[config.mk]
export PLATFORM = sky130hd
export DESIGN_NAME = mmu_req_queue_flat
export DESIGN_NICKNAME = d
export VERILOG_FILES = /design/src/rtl/mmu_req_queue_pkg.sv /design/src/rtl/mmu_req_queue_if.sv /design/src/rtl/mmu_req_fifo_mem.sv /design/src/rtl/mmu_req_queue.sv /design/src/flat_wrapper.sv
export SDC_FILE = /design/constraint.sdc
export NUM_CORES = 1
export LEC_CHECK = 0
export CORE_AREA = 3 3 266 268
export DETAILED_ROUTE_END_ITERATION = 8
export DIE_AREA = 0 0 269 271
export GPL_ROUTABILITY_DRIVEN = 0
export PLACE_DENSITY = 0.65
export SLEW_MARGIN = 20
export SYNTH_ARGS = -nofsm -noshare
export SYNTH_HDL_FRONTEND = slang
export SYNTH_SLANG_ARGS = --single-unit
[constraint.sdc]
create_clock -name clk_i -period 24.7 [get_ports clk_i]
set_clock_uncertainty 0.1 [all_clocks]
set_input_delay 6.175 -clock clk_i [delete_from_list [all_inputs] [get_ports clk_i]]
set_output_delay 6.175 -clock clk_i [all_outputs]
set_load 0.02 [all_outputs]
[src/rtl/mmu_req_queue_pkg.sv]
// mmu_req_queue_pkg: shared MMU request payload type and core widths
package mmu_req_queue_pkg;
  localparam int XLEN = 64;
  localparam int MMU_USER_W = 4;
  typedef struct packed {
    logic [7:0]            id;
    logic [XLEN-1:0]       addr;
    logic [XLEN-1:0]       data;
    logic [4:0]            opcode;
    logic [9:0]            funct;
    logic [MMU_USER_W-1:0] user;
  } mmu_req_t;
endpackage

[src/rtl/mmu_req_queue_if.sv]
// mmu_interface: translation request bus from LSU/fetch master to the MMU
interface mmu_interface;
  import mmu_req_queue_pkg::*;
  logic [7:0]            id;
  logic [XLEN-1:0]       addr;
  logic [XLEN-1:0]       data;
  logic [4:0]            opcode;
  logic [9:0]            funct;
  logic [MMU_USER_W-1:0] user;
  logic                  valid;
  logic                  full;
  modport master (output id, addr, data, opcode, funct, user, valid, input full);
  modport slave (input id, addr, data, opcode, funct, user, valid, output full);
endinterface

[src/rtl/mmu_req_fifo_mem.sv]
// mmu_req_fifo_mem: request storage, one synchronous write port and one async read port
module mmu_req_fifo_mem
  import mmu_req_queue_pkg::*;
#(
  parameter int DEPTH = 4,
  localparam int PTR_W = $clog2(DEPTH)
) (
  input  logic             clk_i,
  input  logic             we,
  input  logic [PTR_W-1:0] waddr,
  input  mmu_req_t         wdata,
  input  logic [PTR_W-1:0] raddr,
  output mmu_req_t         rdata
);
  mmu_req_t mem [DEPTH];
  // storage is deliberately not reset; occupancy tracking masks stale entries
  always_ff @(posedge clk_i) if (we) mem[waddr] <= wdata;
  assign rdata = mem[raddr];
endmodule

[src/rtl/mmu_req_queue.sv]
// mmu_req_queue: in-order request buffer between the MMU request bus and TLB lookup
module mmu_req_queue
  import mmu_req_queue_pkg::*;
#(
  parameter int DEPTH = 4,
  localparam int CNT_W = $clog2(DEPTH) + 1,
  localparam int PTR_W = $clog2(DEPTH)
) (
  input  logic                  clk_i,
  input  logic                  arst_i,
  input  logic                  flush_i,
  mmu_interface.slave           mmu_req,
  output logic                  req_valid_o,
  input  logic                  req_ready_i,
  output logic [7:0]            req_id_o,
  output logic [XLEN-1:0]       req_addr_o,
  output logic [XLEN-1:0]       req_data_o,
  output logic [4:0]            req_opcode_o,
  output logic [9:0]            req_funct_o,
  output logic [MMU_USER_W-1:0] req_user_o,
  output logic                  empty_o,
  output logic [CNT_W-1:0]      count_o
);
  logic [PTR_W-1:0] wr_ptr, rd_ptr;
  logic [CNT_W-1:0] count;
  logic push, pop;
  mmu_req_t wdata, head, head_q;
  assign mmu_req.full = count == CNT_W'(DEPTH);
  assign req_valid_o  = count != '0;
  assign empty_o      = count == '0;
  assign count_o      = count;
  assign push = mmu_req.valid && !mmu_req.full && !flush_i;
  assign pop  = req_valid_o && req_ready_i && !flush_i;
  assign wdata = '{id: mmu_req.id, addr: mmu_req.addr, data: mmu_req.data,
                   opcode: mmu_req.opcode, funct: mmu_req.funct, user: mmu_req.user};
  mmu_req_fifo_mem #(.DEPTH(DEPTH)) u_mem (
    .clk_i (clk_i),
    .we    (push),
    .waddr (wr_ptr),
    .wdata (wdata),
    .raddr (rd_ptr),
    .rdata (head)
  );
  // payload is zeroed whenever no entry is presented, so stale storage never leaks out
  assign head_q       = req_valid_o ? head : '0;
  assign req_id_o     = head_q.id;
  assign req_addr_o   = head_q.addr;
  assign req_data_o   = head_q.data;
  assign req_opcode_o = head_q.opcode;
  assign req_funct_o  = head_q.funct;
  assign req_user_o   = head_q.user;
  // pointer and occupancy tracking; flush empties the queue and drops same-cycle traffic
  always_ff @(posedge clk_i or posedge arst_i)
    if (arst_i) begin
      wr_ptr <= '0;
      rd_ptr <= '0;
      count  <= '0;
    end else if (flush_i) begin
      wr_ptr <= '0;
      rd_ptr <= '0;
      count  <= '0;
    end else begin
      wr_ptr <= wr_ptr + PTR_W'(push);
      rd_ptr <= rd_ptr + PTR_W'(pop);
      count  <= count + CNT_W'(push) - CNT_W'(pop);
    end
endmodule

[src/flat_wrapper.sv]
// flat-port wrapper written by rule: the top's interface ports become plain ports
module mmu_req_queue_flat import mmu_req_queue_pkg::*;
#(
  parameter int DEPTH = 4,
  localparam int CNT_W = $clog2(DEPTH) + 1,
  localparam int PTR_W = $clog2(DEPTH)
)
  (clk_i, arst_i, flush_i, req_valid_o, req_ready_i, req_id_o, req_addr_o, req_data_o, req_opcode_o, req_funct_o, req_user_o, empty_o, count_o, mmu_req_id, mmu_req_addr, mmu_req_data, mmu_req_opcode, mmu_req_funct, mmu_req_user, mmu_req_valid, mmu_req_full);
  mmu_interface mmu_req_i ();
  input  logic clk_i;
  input  logic arst_i;
  input  logic flush_i;
  output logic req_valid_o;
  input  logic req_ready_i;
  output logic [7:0] req_id_o;
  output logic [XLEN-1:0] req_addr_o;
  output logic [XLEN-1:0] req_data_o;
  output logic [4:0] req_opcode_o;
  output logic [9:0] req_funct_o;
  output logic [MMU_USER_W-1:0] req_user_o;
  output logic empty_o;
  output logic [CNT_W-1:0] count_o;
  input wire logic [$bits(mmu_req_i.id)-1:0] mmu_req_id;
  input wire logic [$bits(mmu_req_i.addr)-1:0] mmu_req_addr;
  input wire logic [$bits(mmu_req_i.data)-1:0] mmu_req_data;
  input wire logic [$bits(mmu_req_i.opcode)-1:0] mmu_req_opcode;
  input wire logic [$bits(mmu_req_i.funct)-1:0] mmu_req_funct;
  input wire logic [$bits(mmu_req_i.user)-1:0] mmu_req_user;
  input wire logic [$bits(mmu_req_i.valid)-1:0] mmu_req_valid;
  output wire logic [$bits(mmu_req_i.full)-1:0] mmu_req_full;
  assign mmu_req_i.id = mmu_req_id;
  assign mmu_req_i.addr = mmu_req_addr;
  assign mmu_req_i.data = mmu_req_data;
  assign mmu_req_i.opcode = mmu_req_opcode;
  assign mmu_req_i.funct = mmu_req_funct;
  assign mmu_req_i.user = mmu_req_user;
  assign mmu_req_i.valid = mmu_req_valid;
  assign mmu_req_full = mmu_req_i.full;
  mmu_req_queue #(.DEPTH(DEPTH)) u_core (.clk_i(clk_i), .arst_i(arst_i), .flush_i(flush_i), .mmu_req(mmu_req_i), .req_valid_o(req_valid_o), .req_ready_i(req_ready_i), .req_id_o(req_id_o), .req_addr_o(req_addr_o), .req_data_o(req_data_o), .req_opcode_o(req_opcode_o), .req_funct_o(req_funct_o), .req_user_o(req_user_o), .empty_o(empty_o), .count_o(count_o));
endmodule
==> metrics, run 1 <==
outcome=finished clean; CP max stage cell=dfrtp_4; reg-to-reg startpoint=u_core.count_o[1]; Clock Pin Slew Worst Setup and Hold Paths=about 60 ps; Syn. warnings=0; sequential-to-total area share from yosys stat=roughly four fifths; Worst Tran Pin Value=between 900 and 1000 ps; Starting Density=between 30% and 40%; Synth Cell Area=approximately 24000 sq um; CP max FO=43; vias=between 10000 and 15000; ys async rst share=under 10%; average size of a mapped cell=~23 sq um; Post-CTS Resized=0; Leakage Power=between 0.009 and 0.01 uW; slew margin rel.=33.8%; Setup Buffers After CTS=0; drt first pass iters=4; CP Cell Sequence=buf_4 -> buf_4 -> mux4_2 -> and2_1 -> clkdlybuf4s50_1; first-pass GRT wire length=76000 um; Post-synth EDFFs=620; Hold Crit Depth=2; Setup crit start=u_core.rd_ptr[0]; vias in the first global route=approximately 12000; hold path endpoint=u_core.wr_ptr[1]; hold_buf cts=0; Rows=96; crit-path most repeated cell=buf_4; Tcrit/Tclk final=a little over two fifths; area grow syn2layout=25.9%; detailed placement HPWL=a little under 30000 um; Die X=~270 um; CTS root buf=clkbuf_16; HP Start=u_core.wr_ptr[1]; fmax=around 0.093 GHz; register-to-register setup slack=about 22000 ps; IO Count=~320; Main synth FF type=edfxtp_1; commonest cells after routing, fill and taps aside=edfxtp_1, clkdlybuf4s50_1, mux4_2, and2_1, clkbuf_16; Worst-Skew Late Latency=roughly 590 ps; commonest non-fill, non-tap cell in the layout=edfxtp_1; PortBufs=320; largest net degree at the start of global routing=a little over 80; Post-Syn Nets=around 1200; core area=around 70000 sq um; max-cap violations=0; Post-Route WL=~51000 um; Final setup viols=0; R2R depth=10; GR Overflow Total=0; die height=271 um; Worst setup EP type=primary output; residual DRC count=0; CP max stage delay=approximately 890 ps; Max Root-Sink Buffers=3; Final Net Count=approximately 1500; final hold vios=0; share of cells above drive strength 1=18.7%; Mapped Cells=1018; share of the synthesized area in the top cell type=between 70% and 80%; Peak VDD IR=~0.000066 V; required time of the worst setup path=18420 ps; Routed WL per cell=approximately 22 um; final worst setup slack=between 10000 and 15000 ps; pwr dens=97.6 nW/um^2; CTS tree=yes; CP Launch Type=flop; Fin Setup TNS=0 ps; Inserted Clock Buffers=~70; CTS Sinks=~630; total die area=roughly 73000 sq um; RSZ-0062 raised after global routing=false; Reg-to-Reg End=u_core.count_o[2]; Initial DRC Count=between 800 and 900; Synth cell types=21; HP Class=flop to flop; pre-CTS WS=approximately 14000 ps; routed vias/inst=4.80; GRT Total Usage=13.9%; top cells by area, synth=edfxtp_1, mux4_2, and2_1; WS Path Type=flop to primary output; Worst EP arrival=4450 ps; Final Critical Period=10730 ps; initial antenna violation count=6; final slew viol count=0; Routed Antenna Nets=0; htree depth=3; Synth area leader=edfxtp_1; register bit total from synthesis=627
==> layer usage <==
metal | track usage [%] | vias to the layer above | part of all wire [%] | routed length (um)
met5 | 0 | - | 0.12 | 61
met4 | 4.21 | 8 | 2.2 | 1120
met3 | 4.06 | 89 | 7.5 | 3840
met2 | 22.5 | 350 | 49 | 24900
met1 | 18.2 | 5977 | 41 | 21000
li1 | - | 4905 | - | -
==> worst max-delay path: cells and delay by family, from the launching register on <==
kind                   cells  cell delay [ps]
muxes                      1              600
and+or+nand+nor            1              190
DFF                        1              890
buffers and inverters      3             2060
==> cell type report <==
type                            instances  area [sq um]
Antenna cell                            3          7.51
Multi-Input combinational cell        334          4710
Sequential cell                       627         18800
Inverter                                5          18.8
Clock inverter                         33           235
Timing Repair Buffer                  339          3350
Tap cell                              931          1160
Clock buffer                           88          1820
Fill cell                            5846         38500
==> cell usage after synthesis (2+ instances only) <==
cell,instances
and2_1,155
buf_12,10
buf_2,15
buf_6,7
clkbuf_1,20
dfrtp_1,7
edfxtp_1,620
ha_1,4
inv_1,5
mux4_2,155
nor2_1,5
nor2b_1,3
nor3b_1,2
nor4b_1,2
xnor2_1,2
==> worst max path at each step <==
stage	endpoint	depth (start not counted)
global placement	req_data_o[30]	5
CTS	req_addr_o[16]	5
global route	req_data_o[30]	5
detailed placement	req_data_o[30]	5
floorplan	u_core.u_mem.mem[1][0]	3
finish	req_addr_o[16]	5
==> flip-flops by register name (all words and copies together), names as in the netlist <==
signal and count:
u_core.u_mem.mem 620, u_core.count_o 3, u_core.wr_ptr 2, u_core.rd_ptr 2
==> kinds of logic after synthesis <==
kind of cell,synth area share (%)
muxes,14.6
buffers and inverters,1.87
DFF,78.6
adders and majority gates,0.293
xor gates and xnor gates,0.167
and+or+nand+nor,4.47
==> through the flow <==
step	instance area, sq um	hold WS (ps)	util (%)	total power [uW]	instances
2_1_floorplan	23900	448	-	1700	1018
3_3_place_gp	28000	525	40.9	2040	2236
3_5_place_dp	28000	570	40.9	2040	2236
4_1_cts	30100	584	43.9	2990	2357
5_1_grt	30100	612	43.9	3070	2357
6_report	30100	566	43.9	2940	2360
==> power breakdown <==
part / internal, uW / switching (uW) / total (uW)
registers: 1220 / 18.5 / 1240
logic: 361 / 399 / 761
clock network: 543 / 397 / 940
total: 2120 / 815 / 2940
Note: power is estimated with default switching activity, not from simulation.
==> inputs of run 2 (changes only) <==
--- a/config.mk
+++ b/config.mk
@@ -9,7 +9,7 @@
 export DETAILED_ROUTE_END_ITERATION = 8
 export DIE_AREA = 0 0 269 271
 export GPL_ROUTABILITY_DRIVEN = 0
-export PLACE_DENSITY = 0.65
+export PLACE_DENSITY = 0.67
 export SLEW_MARGIN = 20
 export SYNTH_ARGS = -nofsm -noshare
 export SYNTH_HDL_FRONTEND = slang
==> constraint.sdc (replaced) <==
create_clock -name clk_i -period 9.1 [get_ports clk_i]
set_clock_uncertainty 0.1 [all_clocks]
set_input_delay 2.275 -clock clk_i [delete_from_list [all_inputs] [get_ports clk_i]]
set_output_delay 2.275 -clock clk_i [all_outputs]
set_load 0.02 [all_outputs]
==> run 2 against run 1 <==
  * Register-to-register slack lost 17000 ps
  * First-iteration DRC count down 16%
  * Sequential cell count unchanged
  * Global-route usage shrank 0.30 points
  * Die area unchanged
  * Sequential power grew to 2.7 times the previous value
  * Critical endpoint unchanged
  * Sequential share of layout area is 0.30 points lower
==> metrics, run 2 (same netlist as run 1, synthesis figures left out) <==
Routed WL per cell=21.0 um (was 21.6 um); clock share of power=32.5% (was 32.0%); Sw Ratio=27.4% (was 27.8%); Die X=269 um (unchanged); CP Capture Point=req_addr_o[16] (unchanged); routed vias/inst=4.73 (was 4.80); pre-CTS WS=3450 ps (was 14400 ps); Pint=5840 uW (was 2120 uW); largest net degree at the start of global routing=157 (was 82); required time of the worst setup path=6730 ps (was 18420 ps); residual DRC count=0 (unchanged); Initial DRC Count=748 (was 890); PortBufs=320 (unchanged); Worst setup EP type=primary output (unchanged); die height=271 um (unchanged); outcome=finished clean (unchanged); Tcrit/Tclk final=~67%; initial antenna violation count=12 (was 6); commonest cells after routing, fill and taps aside=edfxtp_1, clkdlybuf4s50_1, mux4_2, and2_1, clkbuf_16 (unchanged); Worst Tran Pin Value=1060 ps (was 993 ps); cell family with most CP delay=buffers and inverters (unchanged); total die area=72900 sq um (unchanged); Inserted Clock Buffers=68 (was 69); Leakage Power=0.00941 uW (was 0.00933 uW); Final Net Count=1541 (unchanged); GR Overflow Total=0 (unchanged); core area=68600 sq um (unchanged); fill count=5813 (was 5846); CTS root buf=clkbuf_16 (unchanged); RSZ-0062 raised after global routing=false (unchanged); CTS tree=yes (unchanged); Setup crit start=u_core.rd_ptr[0] (unchanged); WP buf/inv=2 (was 3); CTS Sinks=627 (unchanged); Worst-Skew Late Latency=570 ps (was 590 ps); fmax=approximately 0.16 GHz; drt first pass iters=5 (was 4); vias=11170 (was 11329); Largest Register=u_core.u_mem.mem (unchanged); detailed placement HPWL=28900 um (about the same); max-cap violations=0 (unchanged); CP max FO=46 (was 43); R2R depth=11 (was 10); Post-CTS Resized=0 (unchanged); WS Path Type=flop to primary output (unchanged); Reg-to-Reg End=u_core.count_o[2] (unchanged); area grow syn2layout=26.5% (was 25.9%); Worst EP arrival=3750 ps (was 4450 ps); max FFs per register=620 (unchanged); vias in the first global route=12247 (was 12125); slew margin rel.=29.4% (was 33.8%); Post-Route WL=49500 um (was 50900 um); Peak VDD IR=0.000180 V (was 0.0000659 V); Max Root-Sink Buffers=3 (unchanged); hold_buf cts=0 (unchanged); HP Class=flop to flop (unchanged); final slew viol count=0 (unchanged); Rows=96 (unchanged); net switching power=2210 uW (was 815 uW); final hold vios=0 (unchanged); Final Critical Period=roughly 6100 ps; share of cells above drive strength 1=19.3% (was 18.7%); reg-to-reg startpoint=u_core.count_o[1] (unchanged); Comb power frac=25.8% (was 25.9%); Fin Setup TNS=0 ps (unchanged); CP Cell Sequence=buf_4 -> mux4_2 -> and2_1 -> clkdlybuf4s50_1 (was buf_4 -> buf_4 -> mux4_2 -> and2_1 -> clkdlybuf4s50_1); htree depth=3 (unchanged); Clock Pin Slew Worst Setup and Hold Paths=60 ps (about the same); Final setup viols=0 (unchanged); commonest non-fill, non-tap cell in the layout=edfxtp_1 (unchanged); register-to-register setup slack=4980 ps (was 21560 ps); part of the power in registers=41.7% (was 42.1%); final worst setup slack=2980 ps (was 13970 ps); Starting Density=34.9% (unchanged); Final Core Density=44.1% (was 43.9%); IO Count=321 (unchanged); critical path depth=4 (was 5); CP Launch Type=flop (unchanged); GRT Total Usage=13.6% (was 13.9%); first-pass GRT wire length=74800 um (was 76000 um); pwr dens=266 nW/um^2 (was 97.6 nW/um^2); Setup Buffers After CTS=0 (unchanged); CP max stage cell=dfrtp_4 (unchanged); Routed Antenna Nets=0 (unchanged); CP max stage delay=1050 ps (was 890 ps)
==> run 2: worst min-delay path, stage by stage, from the launching register on <==
cell	delay (ps)
dfrtp_1	470
fa_1	200
nor2_1	40
==> run 2: area by class of cell <==
class	instances	area, sq um	area share [%]
multi-input cells	334	4750	15.7
clock buffers	86	1810	5.99
repair buffers	340	3380	11.2
inverters	5	18.8	0.0621
clock inverters	36	318	1.05
well taps	931	1160	3.85
flip-flops and latches	627	18800	62.2
diodes	3	7.51	0.0248
==> run 2: through the flow <==
stage          power [uW]  std cells  area, sq um  hold slack [ps]
6_report             8050       2362        30200              639
5_1_grt              8410       2359        30200              683
4_1_cts              8200       2359        30200              643
3_5_place_dp         5550       2237        28100              634
3_3_place_gp         5530       2237        28100              597
2_1_floorplan        4580       1018        24000              486
==> run 2: layer usage <==
layer / share of wire, % / global-route usage (%) / vias up
met5: 0.21 / 0 / -
met4: 2.3 / 4.38 / 16
met3: 7.4 / 4.21 / 89
met2: 49 / 21.9 / 328
met1: 41 / 17.6 / 5820
li1: - / - / 4917
==> run 2: power by group through the flow <==
stage / sequential (uW) / clock [uW] / combinational (uW)
after floorplan: 3420 / 0 / 1160
after global placement: 3420 / 0 / 2110
after detailed placement: 3420 / 0 / 2120
after CTS: 3360 / 2700 / 2130
after global routing: 3370 / 2830 / 2210
final: 3360 / 2610 / 2080
==> run 2: worst min-delay path by stage <==
stage                 startpoint                 to  slack [ps]  cells after the start
2_1_floorplan   u_core.wr_ptr[1]   u_core.wr_ptr[1]         490                      2
3_3_place_gp    u_core.wr_ptr[1]   u_core.wr_ptr[1]         600                      2
3_5_place_dp   u_core.count_o[1]  u_core.count_o[1]         630                      2
4_1_cts        u_core.count_o[1]  u_core.count_o[1]         640                      2
5_1_grt        u_core.count_o[2]  u_core.count_o[2]         680                      2
6_report       u_core.count_o[1]  u_core.count_o[1]         640                      2
==> inputs of run 3 (changes only) <==
==> constraint.sdc (replaced) <==
create_clock -name clk_i -period 5.1 [get_ports clk_i]
set_clock_uncertainty 0.1 [all_clocks]
set_input_delay 1.275 -clock clk_i [delete_from_list [all_inputs] [get_ports clk_i]]
set_output_delay 1.275 -clock clk_i [all_outputs]
set_load 0.02 [all_outputs]
==> run 3 against run 2 <==
  * Setup slack got worse by 2400 ps
  * Die area is the same
  * Sequential cell count is the same
  * Critical path type unchanged
  * Largest cell class unchanged
  * Largest power group unchanged
==> metrics, run 3 (same netlist as run 1, synthesis figures left out) <==
outcome=finished clean (unchanged); GR Overflow Total=0 (unchanged); share of cells above drive strength 1=19.3% (about the same); CP Launch Type=flop (unchanged); vias in the first global route=12073 (was 12247); detailed placement HPWL=29300 um (was 28900 um); part of the power in registers=41.8% (was 41.7%); CTS root buf=clkbuf_16 (unchanged); IO Count=321 (unchanged); pwr dens=471 nW/um^2 (was 266 nW/um^2); Peak VDD IR=0.000434 V (was 0.000180 V); Final Critical Period=approximately 4500 ps; largest net degree at the start of global routing=94 (was 157); register-to-register setup slack=1970 ps (was 4980 ps); Final Net Count=1541 (unchanged); WS Path Type=flop to primary output (unchanged); Worst-Skew Late Latency=580 ps (was 570 ps); first-pass GRT wire length=76600 um (was 74800 um); Final setup viols=0 (unchanged); Routed WL per cell=21.5 um (was 21.0 um); clock share of power=31.9% (was 32.5%); Setup Buffers After CTS=0 (unchanged); area grow syn2layout=26.9% (was 26.5%); Comb power frac=26.4% (was 25.8%); residual DRC count=0 (unchanged); Post-Route WL=50800 um (was 49500 um); Initial DRC Count=780 (was 748); Tcrit/Tclk final=between 80% and 90%; Pint=10400 uW (was 5840 uW); commonest non-fill, non-tap cell in the layout=edfxtp_1 (unchanged); drt first pass iters=5 (unchanged); CP Cell Sequence=buf_4 -> mux4_2 -> and2_1 -> clkdlybuf4s50_1 (unchanged); Post-CTS Resized=0 (unchanged); htree depth=3 (unchanged); HP Class=flop to flop (unchanged); Worst Tran Pin Value=664 ps (was 1060 ps); slew margin rel.=55.8% (was 29.4%); core area=68600 sq um (unchanged); final slew viol count=0 (unchanged); CP max stage cell=dfrtp_4 (unchanged); die height=271 um (unchanged); R2R depth=11 (unchanged); vias=11288 (was 11170); max FFs per register=620 (unchanged); Reg-to-Reg End=u_core.count_o[2] (unchanged); CP max stage delay=740 ps (was 1050 ps); GRT Total Usage=14.0% (was 13.6%); Die X=269 um (unchanged); Worst EP arrival=3110 ps (was 3750 ps); routed vias/inst=4.78 (was 4.73); RSZ-0062 raised after global routing=false (unchanged); Routed Antenna Nets=0 (unchanged); Max Root-Sink Buffers=3 (unchanged); PortBufs=320 (unchanged); net switching power=3940 uW (was 2210 uW); HP Start=u_core.count_o[2] (was u_core.count_o[1]); Sw Ratio=27.5% (was 27.4%); fmax=between 0.2 and 0.25 GHz; Hold Crit Depth=2 (unchanged); Final Core Density=44.2% (was 44.1%); hold_buf cts=0 (unchanged); required time of the worst setup path=3720 ps (was 6730 ps); Rows=96 (unchanged); Clock Pin Slew Worst Setup and Hold Paths=60 ps (about the same); commonest cells after routing, fill and taps aside=edfxtp_1, clkdlybuf4s50_1, mux4_2, and2_1, clkbuf_16 (unchanged); CP max FO=21 (was 46); total die area=72900 sq um (unchanged); Inserted Clock Buffers=68 (unchanged); Leakage Power=0.00942 uW (was 0.00941 uW); max-cap violations=0 (unchanged); Worst setup EP type=primary output (unchanged); CTS tree=yes (unchanged); Largest Register=u_core.u_mem.mem (unchanged); reg-to-reg startpoint=u_core.count_o[1] (unchanged); Fin Setup TNS=0 ps (unchanged); hold path endpoint=u_core.count_o[2] (was u_core.count_o[1]); Starting Density=34.9% (unchanged); CTS Sinks=627 (unchanged); final hold vios=0 (unchanged); initial antenna violation count=11 (was 12)
## run 3: cell types whose count changed in the layout (fill, tap and decap cells not counted), sizes merged
cell	change
diode	+3
clkbuf	+4
inv	-3
bufinv	-4
clkinvlp	+1
## run 3: critical path: cells and delay by family, from the launching register on
family                 cells  cell delay [ps]
muxes                      1              570
and+or+nand+nor            1              180
buffers and inverters      2             1040
DFF                        1              740
## run 3: per-stage QoR
step / power, uW / setup slack, ps / hold slack [ps] / std cells / cell area [sq um]
floorplan: 8180 / -5720 / 486 / 1018 / 24000
global placement: 9900 / 1140 / 587 / 2237 / 28300
detailed placement: 9910 / 1110 / 603 / 2237 / 28300
CTS: 14600 / 436 / 610 / 2357 / 30300
global route: 15000 / 369 / 653 / 2358 / 30300
finish: 14300 / 613 / 601 / 2363 / 30300
## run 3: worst max-delay path by stage
stage                      from                endpoint  depth (start not counted)  slack [ps]
5_1_grt        u_core.rd_ptr[0]          req_addr_o[59]                          4         370
3_5_place_dp   u_core.rd_ptr[0]             req_id_o[6]                          4        1110
4_1_cts        u_core.rd_ptr[0]          req_addr_o[63]                          4         440
3_3_place_gp   u_core.rd_ptr[0]             req_id_o[5]                          4        1140
2_1_floorplan           flush_i  u_core.u_mem.mem[0][0]                          3       -5720
6_report       u_core.rd_ptr[0]          req_addr_o[63]                          4         610
## run 3: per-layer routing
layer	GRT usage, %	routed length (um)	vias up
li1	-	-	4921
met1	18.5	21100	5935
met2	21.6	24000	341
met3	5.69	4760	81
met4	3.47	928	10
met5	0	76	-
## run 3: final cells by class
type / instances / area, sq um
timing repair buffer: 340 / 3530
tap: 931 / 1160
clock inverter: 30 / 175
clock buffer: 90 / 1900
inverter: 5 / 18.8
antenna: 6 / 15.0
sequential: 627 / 18800
fill: 5786 / 38200
multi-input combinational: 334 / 4740
## run 3: power groups by stage
stage               Combinational (uW)  Clock [uW]  Sequential [uW]
floorplan                         2070           0             6110
global placement                  3830           0             6070
detailed placement                3830           0             6080
CTS                               3850        4740             5980
global route                      4030        4950             5990
finish                            3770        4550             5970
